[src/rtl/i2c_frame_timer_if.sv]
// i2c_frame_timer_if
//   Bundles the pulse inputs and the frame-status outputs of the I2C slave
//   receive-path frame timer.
//
//   master : the edge / start-stop detectors side (drives the pulses,
//            observes the frame status)
//   slave  : the frame timer itself
//
//   rising_edge_found   1      1-cycle pulse on an SCL rising edge
//   falling_edge_found  1      1-cycle pulse on an SCL falling edge
//   start_found         1      1-cycle pulse on START or repeated START
//   stop_found          1      1-cycle pulse on STOP
//   bit_index           BIT_W  data bits sampled in the current word
//   word_received       1      word complete, waiting for the ACK slot
//   ack_prep            1      ACK slot being prepared
//   check_ack           1      ACK slot being sampled
//   ack_done            1      1-cycle end-of-ACK strobe
//   word_count          WC_W   words completed since the last START
//   timeout             1      1-cycle abort pulse on a stalled bus
interface i2c_frame_timer_if #(
  parameter int BIT_W = 4,
  parameter int WC_W  = 8
);
  logic             rising_edge_found;
  logic             falling_edge_found;
  logic             start_found;
  logic             stop_found;
  logic [BIT_W-1:0] bit_index;
  logic             word_received;
  logic             ack_prep;
  logic             check_ack;
  logic             ack_done;
  logic [WC_W-1:0]  word_count;
  logic             timeout;

  modport master (
    output rising_edge_found,
    output falling_edge_found,
    output start_found,
    output stop_found,
    input  bit_index,
    input  word_received,
    input  ack_prep,
    input  check_ack,
    input  ack_done,
    input  word_count,
    input  timeout
  );

  modport slave (
    input  rising_edge_found,
    input  falling_edge_found,
    input  start_found,
    input  stop_found,
    output bit_index,
    output word_received,
    output ack_prep,
    output check_ack,
    output ack_done,
    output word_count,
    output timeout
  );
endinterface

[src/rtl/i2c_frame_timer.sv]
// i2c_frame_timer
//   SCL-edge sequencer for the I2C slave receive path. Counts WORD_BITS data
//   bits per word on SCL rising edges, then walks the ACK slot (prep, check,
//   done), counts the words received since the last START and aborts the
//   frame when the bus stalls for TIMEOUT_CYCLES clocks.
//
//   clk    system clock
//   n_rst  asynchronous reset, active-low
//   bus    i2c_frame_timer_if.slave: edge/start/stop pulses in,
//          bit_index / word / ACK / word_count / timeout status out
//
//   state     | meaning
//   ----------+---------------------------------------------------------
//   IDLE      | no frame in progress, waiting for START
//   SHIFT     | sampling data bits on SCL rising edges
//   WORD_RCVD | last data bit sampled, waiting for SCL fall
//   ACK_PREP  | ACK bit being set up, waiting for SCL rise
//   ACK_CHECK | ACK bit on the bus, waiting for SCL fall
//   ACK_DONE  | one-cycle end of ACK slot, back to SHIFT
module i2c_frame_timer #(
  parameter int WORD_BITS      = 8,
  parameter int ACK_EN         = 1,
  parameter int WC_W           = 8,
  parameter int TIMEOUT_CYCLES = 0,
  parameter int BIT_W          = $clog2(WORD_BITS + 1)
) (
  input  logic             clk,
  input  logic             n_rst,
  i2c_frame_timer_if.slave bus
);

  typedef enum logic [2:0] {
    IDLE,
    SHIFT,
    WORD_RCVD,
    ACK_PREP,
    ACK_CHECK,
    ACK_DONE
  } state_t;

  // The quiet counter only ever needs to reach TIMEOUT_CYCLES-1: the cycle
  // that would make it TIMEOUT_CYCLES is the firing cycle itself.
  localparam int               TMO_W    = (TIMEOUT_CYCLES > 1) ? $clog2(TIMEOUT_CYCLES) : 1;
  localparam logic [TMO_W-1:0] TMO_LAST = TMO_W'((TIMEOUT_CYCLES > 0) ? TIMEOUT_CYCLES - 1 : 0);
  localparam logic [BIT_W-1:0] BIT_LAST = BIT_W'(WORD_BITS - 1);
  localparam bit               TMO_ON   = (TIMEOUT_CYCLES > 0);
  localparam bit               ACK_ON   = (ACK_EN != 0);

  state_t           state;
  state_t           state_nxt;
  logic [BIT_W-1:0] bit_cnt;
  logic [BIT_W-1:0] bit_cnt_nxt;
  logic [WC_W-1:0]  word_cnt;
  logic [WC_W-1:0]  word_cnt_nxt;
  logic [TMO_W-1:0] quiet_cnt;
  logic [TMO_W-1:0] quiet_cnt_nxt;
  logic             any_pulse;
  logic             tmo_fire;

  logic             word_rcvd_q;
  logic             ack_prep_q;
  logic             check_ack_q;
  logic             ack_done_q;
  logic             timeout_q;

  // Next-state logic. STOP beats START, START beats the stall abort, and the
  // abort beats the per-state edge rules. Each state listens only to the
  // edge it is waiting for, so a simultaneous opposite edge is dropped.
  always_comb begin
    any_pulse = bus.rising_edge_found | bus.falling_edge_found |
                bus.start_found | bus.stop_found;
    tmo_fire  = TMO_ON && (state != IDLE) && !any_pulse && (quiet_cnt == TMO_LAST);

    state_nxt    = state;
    bit_cnt_nxt  = bit_cnt;
    word_cnt_nxt = word_cnt;

    if (bus.stop_found) begin
      state_nxt   = IDLE;
      bit_cnt_nxt = '0;
    end else if (bus.start_found) begin
      state_nxt    = SHIFT;
      bit_cnt_nxt  = '0;
      word_cnt_nxt = '0;
    end else if (tmo_fire) begin
      state_nxt   = IDLE;
      bit_cnt_nxt = '0;
    end else begin
      case (state)
        IDLE: begin
        end
        SHIFT: begin
          if (bus.rising_edge_found) begin
            if (bit_cnt == BIT_LAST) begin
              state_nxt    = WORD_RCVD;
              bit_cnt_nxt  = '0;
              word_cnt_nxt = word_cnt + WC_W'(1);
            end else begin
              bit_cnt_nxt = bit_cnt + BIT_W'(1);
            end
          end
        end
        WORD_RCVD: begin
          if (bus.falling_edge_found) begin
            state_nxt = ACK_ON ? ACK_PREP : SHIFT;
          end
        end
        ACK_PREP: begin
          if (bus.rising_edge_found) begin
            state_nxt = ACK_CHECK;
          end
        end
        ACK_CHECK: begin
          if (bus.falling_edge_found) begin
            state_nxt = ACK_DONE;
          end
        end
        ACK_DONE: begin
          state_nxt = SHIFT;
        end
        default: begin
          state_nxt   = IDLE;
          bit_cnt_nxt = '0;
        end
      endcase
    end

    // Stall counter: parked at zero in IDLE, restarted by any bus activity
    // or by any state change (including the pulse-less ACK_DONE exit).
    if (!TMO_ON || (state == IDLE) || any_pulse || (state_nxt != state)) begin
      quiet_cnt_nxt = '0;
    end else begin
      quiet_cnt_nxt = quiet_cnt + TMO_W'(1);
    end
  end

  // Status outputs are registered straight from the next state so they
  // coincide with the state register (Moore, one cycle after the pulse).
  always_ff @(posedge clk or negedge n_rst) begin
    if (!n_rst) begin
      state       <= IDLE;
      bit_cnt     <= '0;
      word_cnt    <= '0;
      quiet_cnt   <= '0;
      word_rcvd_q <= 1'b0;
      ack_prep_q  <= 1'b0;
      check_ack_q <= 1'b0;
      ack_done_q  <= 1'b0;
      timeout_q   <= 1'b0;
    end else begin
      state       <= state_nxt;
      bit_cnt     <= bit_cnt_nxt;
      word_cnt    <= word_cnt_nxt;
      quiet_cnt   <= quiet_cnt_nxt;
      word_rcvd_q <= (state_nxt == WORD_RCVD);
      ack_prep_q  <= ACK_ON && (state_nxt == ACK_PREP);
      check_ack_q <= ACK_ON && (state_nxt == ACK_CHECK);
      ack_done_q  <= ACK_ON && (state_nxt == ACK_DONE);
      timeout_q   <= tmo_fire;
    end
  end

  assign bus.bit_index     = bit_cnt;
  assign bus.word_received = word_rcvd_q;
  assign bus.ack_prep      = ack_prep_q;
  assign bus.check_ack     = check_ack_q;
  assign bus.ack_done      = ack_done_q;
  assign bus.word_count    = word_cnt;
  assign bus.timeout       = timeout_q;

endmodule

[src/flat_wrapper.sv]
// flat-port wrapper written by rule: the top's interface ports become plain ports
module i2c_frame_timer_flat 
#(
  parameter int WORD_BITS      = 8,
  parameter int ACK_EN         = 1,
  parameter int WC_W           = 8,
  parameter int TIMEOUT_CYCLES = 0,
  parameter int BIT_W          = $clog2(WORD_BITS + 1)
)
  (clk, n_rst, bus_rising_edge_found, bus_falling_edge_found, bus_start_found, bus_stop_found, bus_bit_index, bus_word_received, bus_ack_prep, bus_check_ack, bus_ack_done, bus_word_count, bus_timeout);
  i2c_frame_timer_if #(.BIT_W(BIT_W), .WC_W(WC_W)) bus_i ();
  input  logic clk;
  input  logic n_rst;
  input wire logic [$bits(bus_i.rising_edge_found)-1:0] bus_rising_edge_found;
  input wire logic [$bits(bus_i.falling_edge_found)-1:0] bus_falling_edge_found;
  input wire logic [$bits(bus_i.start_found)-1:0] bus_start_found;
  input wire logic [$bits(bus_i.stop_found)-1:0] bus_stop_found;
  output wire logic [$bits(bus_i.bit_index)-1:0] bus_bit_index;
  output wire logic [$bits(bus_i.word_received)-1:0] bus_word_received;
  output wire logic [$bits(bus_i.ack_prep)-1:0] bus_ack_prep;
  output wire logic [$bits(bus_i.check_ack)-1:0] bus_check_ack;
  output wire logic [$bits(bus_i.ack_done)-1:0] bus_ack_done;
  output wire logic [$bits(bus_i.word_count)-1:0] bus_word_count;
  output wire logic [$bits(bus_i.timeout)-1:0] bus_timeout;
  assign bus_i.rising_edge_found = bus_rising_edge_found;
  assign bus_i.falling_edge_found = bus_falling_edge_found;
  assign bus_i.start_found = bus_start_found;
  assign bus_i.stop_found = bus_stop_found;
  assign bus_bit_index = bus_i.bit_index;
  assign bus_word_received = bus_i.word_received;
  assign bus_ack_prep = bus_i.ack_prep;
  assign bus_check_ack = bus_i.check_ack;
  assign bus_ack_done = bus_i.ack_done;
  assign bus_word_count = bus_i.word_count;
  assign bus_timeout = bus_i.timeout;
  i2c_frame_timer #(.WORD_BITS(WORD_BITS), .ACK_EN(ACK_EN), .WC_W(WC_W), .TIMEOUT_CYCLES(TIMEOUT_CYCLES), .BIT_W(BIT_W)) u_core (.clk(clk), .n_rst(n_rst), .bus(bus_i));
endmodule
[config.mk]
export PLATFORM = sky130hd
export DESIGN_NAME = i2c_frame_timer_flat
export DESIGN_NICKNAME = d
export VERILOG_FILES = /design/src/rtl/i2c_frame_timer_if.sv /design/src/rtl/i2c_frame_timer.sv /design/src/flat_wrapper.sv
export SDC_FILE = /design/constraint.sdc
export NUM_CORES = 1
export LEC_CHECK = 0
export ABC_AREA = 1
export BUFFER_PORTS_ARGS = -buffer_cell sky130_fd_sc_hd__buf_2
export CAP_MARGIN = 20
export CORE_MARGIN = 3
export CORE_UTILIZATION = 30
export CTS_BUF_LIST = sky130_fd_sc_hd__clkbuf_4
export CTS_CLUSTER_SIZE = 40
export DETAILED_ROUTE_END_ITERATION = 8
export PLACE_DENSITY = 0.52
export RECOVER_POWER = 50
export SYNTH_ARGS = -nofsm -noshare
export SYNTH_HDL_FRONTEND = slang
export SYNTH_SLANG_ARGS = --single-unit
[constraint.sdc]
create_clock -name clk -period 1.85 [get_ports clk]
set_clock_uncertainty 0.05 [all_clocks]
set_input_delay 0.37 -clock clk [delete_from_list [all_inputs] [get_ports clk]]
set_output_delay 0.37 -clock clk [all_outputs]
set_load 0.1 [all_outputs]
* Word level (Yosys, flattened, before mapping) *
Cells that the tools add are included.

word-level totals
  bits in writable memories = 0
  bits in read-only memories = 0
  latch bits = 0
  input port bits = 6
  bits in registers = 19
  memories kept = 0

operators by class
  add/subtract/negate cells = 2
  shift operators = 0
  multipliers = 0
  equal/unequal tests = 12
  div/mod/pow operators = 0
  magnitude comparators = 0
  multiplexer cells = 17
  reduce and logical (&&, ||, !) cells = 7
  bitwise logic cells = 1

operators with widths
  kind                                                                     count
  8-bit 2-to-1 mux                                                         4
  3-bit 2-to-1 mux                                                         7
  3-bit one-hot mux with 6 select lines                                    1
  4-bit 2-to-1 mux                                                         4
  3-bit by 2-bit equality test with 1-bit output, second input constant    4
  3-bit equality test, second input constant                               4
  8-bit by 1-bit adder with 8-bit output, second input constant            1
  4-bit one-hot mux with 2 select lines                                    1
  2-bit nonzero test                                                       3
  5-bit OR reduction                                                       1
  4-bit by 1-bit adder with 4-bit output, second input constant            1
  4-bit by 3-bit equality test with 1-bit output, second input constant    1
  4-bit inequality test, second input constant                             1
  4-bit AND reduction                                                      1
  3-bit by 1-bit equality test with 1-bit output, second input constant    1
  3-bit zero test                                                          1
  3-bit by 1-bit inequality test with 1-bit output, second input constant  1
  2-bit AND reduction                                                      1
  1-bit NOT                                                                1

* Longest topological paths before layout *
  word-level depth = 7
  gate-level depth with buffers = 9
  gate-level depth less buffers = 9

* Worst setup path after synthesis *
No wires, ideal clock.

  path type = reg2reg
  start = reg u_core.bit_cnt[1] (netlist: u_core.bus.bit_index[1])
  end = reg u_core.word_cnt[2] (netlist: u_core.bus.word_count[2])
  path buffers = 1
  period minus slack after synthesis = 2.134 ns
  stages on the path, launching flop included = 8
  setup time = 0.123 ns
  data arrival time = 1.961 ns
  path slack = -0.284 ns
  cells stage by stage = dfrtp_1 > ha_1 > nand3_1 > o21ai_2 > nand2_2 > buf_6 > nand2_1 > o21ai_2

on the way
  longest elaborated chain between the ends = 3

ends and longest elaborated chain
  element                                         line                    source
  start, declared                                 i2c_frame_timer.sv:51   logic [BIT_W-1:0] bit_cnt;
  start signal, assigned                          i2c_frame_timer.sv:152  bit_cnt <= bit_cnt_nxt;
  4-bit by 3-bit equality test with 1-bit output  i2c_frame_timer.sv:94   if (bit_cnt == BIT_LAST) begin
  2-bit nonzero test (no line)                    --
  4-bit AND reduction (no line)                   --
  end signal, assigned                            i2c_frame_timer.sv:153  word_cnt <= word_cnt_nxt;
  end, declared                                   i2c_frame_timer.sv:53   logic [WC_W-1:0] word_cnt;

Every way passes these cells.
A chain may end at the register's enable or synchronous reset.

* Worst setup path in the final report *
  start = reg u_core.word_cnt[5] (netlist: u_core.bus.word_count[5])
  end = out bus_word_count[5]

RTL lines
  element        line                source
  end, declared  flat_wrapper.sv:23  output wire logic [$bits(bus_i.word_count)-1:0] bus_word_count;

No word-level cell between the ends.

==> flow_summary.toml <==
[worst_setup_path]
required_ps = 1430
cp-start-kind = "flip-flop"
worst_path_largest_cell_delay_ps = 460
cp_slowest_cell = "dfrtp_1"
crit_type = "reg2out"
cp-end-kind = "output port"
crit_buf_inv = 1
path_depth = 1
critPathArrivalTime_ps = 1220
r2r_cells = 5
cp_max_fo = 7
crit_chain = "buf_2"
cp_top_family = "flip-flops"

[yosys]
synth_cells = 148
synth_top_cell_area_share_pct = 42.5
yosys-top-cells-area = "dfrtp_1, nand2_1, nand3_1"
yosys_warnings = 0
syn_nets = 156
ys_ff_latch = 19
syn_avg_cell_area_um2 = 7.57
yosysTopAreaCell = "dfrtp_1"
synth_cell_types = 26
ys_seq_area_share_pct = 42.5
synthesis.area_um2 = 1120

[clock_tree]
root_buffer = "clkbuf_4"
cts_resized = 0
cts_sinks = 19
cts_max_level = 1
tritoncts = "done"
clk_latency_ps = 300
clkTransAtPathRegs_ps = 110
clockBufferDepth = 2
numCtsBuffers = 3

[floorplan]
start_util_pct = 32.3
fp.dieH_um = 67.1
ios = 23
coreArea_um2 = 3470
dieArea_um2 = 4500
die_w_um = 67.1
row_count = 21

[route]
avgViaCountPerCell = 4.49
ant_nets = 0
drc = 0
dr_total_vias = 975
route.final.wire_length_mm = 2.28
firstDrtPassIters = 4
wire_per_inst_um = 10.5
drt_iter0_drc = 17

[global_routing]
grt.total_usage_pct = 11.9
overflow = 0
grt_pass1_vias = 988
grt_pass1_wl_mm = 4.20
antenna_found_initial = 0
grt_max_degree = 20

[timing]
holdWs_ps = 256
worst_pin_slew_ps = 540
period_share_pct = 88.8
hold_viol_final = 0
fin_setup_tns_ps = 0
slew_headroom_pct = 64.1
fmax_mhz = 609
rsz0062_at_grt = "false"
setup_viol = 0
fin_crit_ps = 1640
slew_viol_final = 0

[status]
status = "finished, final reports clean"

[layout]
final_cell_mix = "nand2_1, inv_1, buf_2, nand3_1, nor2_1"
drive_gt1_share_pct = 24.6
area_growth_pct = 15.4
nets = 180
layout_commonest_cell = "nand2_1"
fillCellCount = 382
antenna_cells = 0
final_util_pct = 37.3

[place]
gp_congestion = 0.873
io_buffers = 21
hpwl_mm = 1.80

[min_path]
min_path_type = "in2reg"
min_path_cells = 2

[power]
powerDensity_nw_per_um2 = 579
leakage_nw = 0.695
vdd_ir_drop_max_uv = 178

[job]
cap_viol_max_count = 0
==> sequential cells by signal, summed over array words and instances, names as in the netlist <==
signal	flops
u_core.bus.word_count	8
u_core.bus.check_ack	1
u_core.bus.ack_prep	1
u_core.bus.word_received	1
u_core.bus.ack_done	1
u_core.state	3
u_core.bus.bit_index	4
==> timing repair <==
item	CTS	global route
buffers inserted	0	0
hold buffers	1	0
hold endpoints to repair	19	0
endpoints found under the setup margin	0	0
==> kinds of logic after synthesis <==
group / synth area share [%]
flops: 42.5
compound gates: 10.1
xor+xnor: 0.782
simple gates: 34.1
fa+ha+maj: 2.23
buf+inv: 10.1
other cells: 0.335
==> per-stage QoR <==
step	cells	power, W	setup WS, ps	cell area, um^2
finish	217	0.000749	208	1290
global route	217	0.000791	134	1290
CTS	217	0.000770	194	1300
detailed placement	212	0.000531	342	1260
global placement	212	0.000532	340	1260
floorplan	148	0.000509	37.7	1130
==> final cells by class <==
type                    count  area [um^2]  share of cell area, %
well taps                  46         57.6                   4.45
clock buffers               4         30.0                   2.32
inverters                  23         86.3                   6.68
multi-input cells         103          522                   40.4
repair buffers             22          115                   8.91
flip-flops and latches     19          482                   37.3
==> report_power, final <==
part | switching [W] | internal (W)
logic | 0.0000728 | 0.0000203
clock network | 0.000129 | 0.0000986
registers | 0.00000774 | 0.000420
total | 0.000210 | 0.000539
==> synth_stat cells (all sizes together) <==
cell type,n
or2,1
nand3,20
conb,1
ha,2
o21ai,12
a21oi,2
xor2,1
dfrtp,19
nand2,40
buf,3
nor2,17
nand3b,1
o21bai,2
nand4,3
a22oi,1
inv,23
==> path summary, 6_finish.rpt <==
kind,slack (ps),startpoint,end
worst max-delay path,210,u_core.bus.word_count[5],bus_word_count[5]
worst min-delay path,260,bus_stop_found,u_core.state[0]
worst max register to register,330,u_core.bus.bit_index[0],u_core.bus.ack_prep
worst min register to register,490,u_core.bus.word_count[1],u_core.bus.word_count[1]
max in group asynchronous,940,n_rst,u_core.bus.word_count[0]
min in group asynchronous,480,n_rst,u_core.bus.bit_index[0]
==> routing by layer <==
layer	global-route usage (%)	wire, um	part of all wire, %	vias to the layer above
li1	-	-	-	512
met1	15.0	1110	49	449
met2	19.3	1070	47	12
met3	2.36	83	3.6	2
met4	5.82	12	0.53	0
met5	0	0	0	-
No activity file was read; power rests on OpenSTA's default activity.
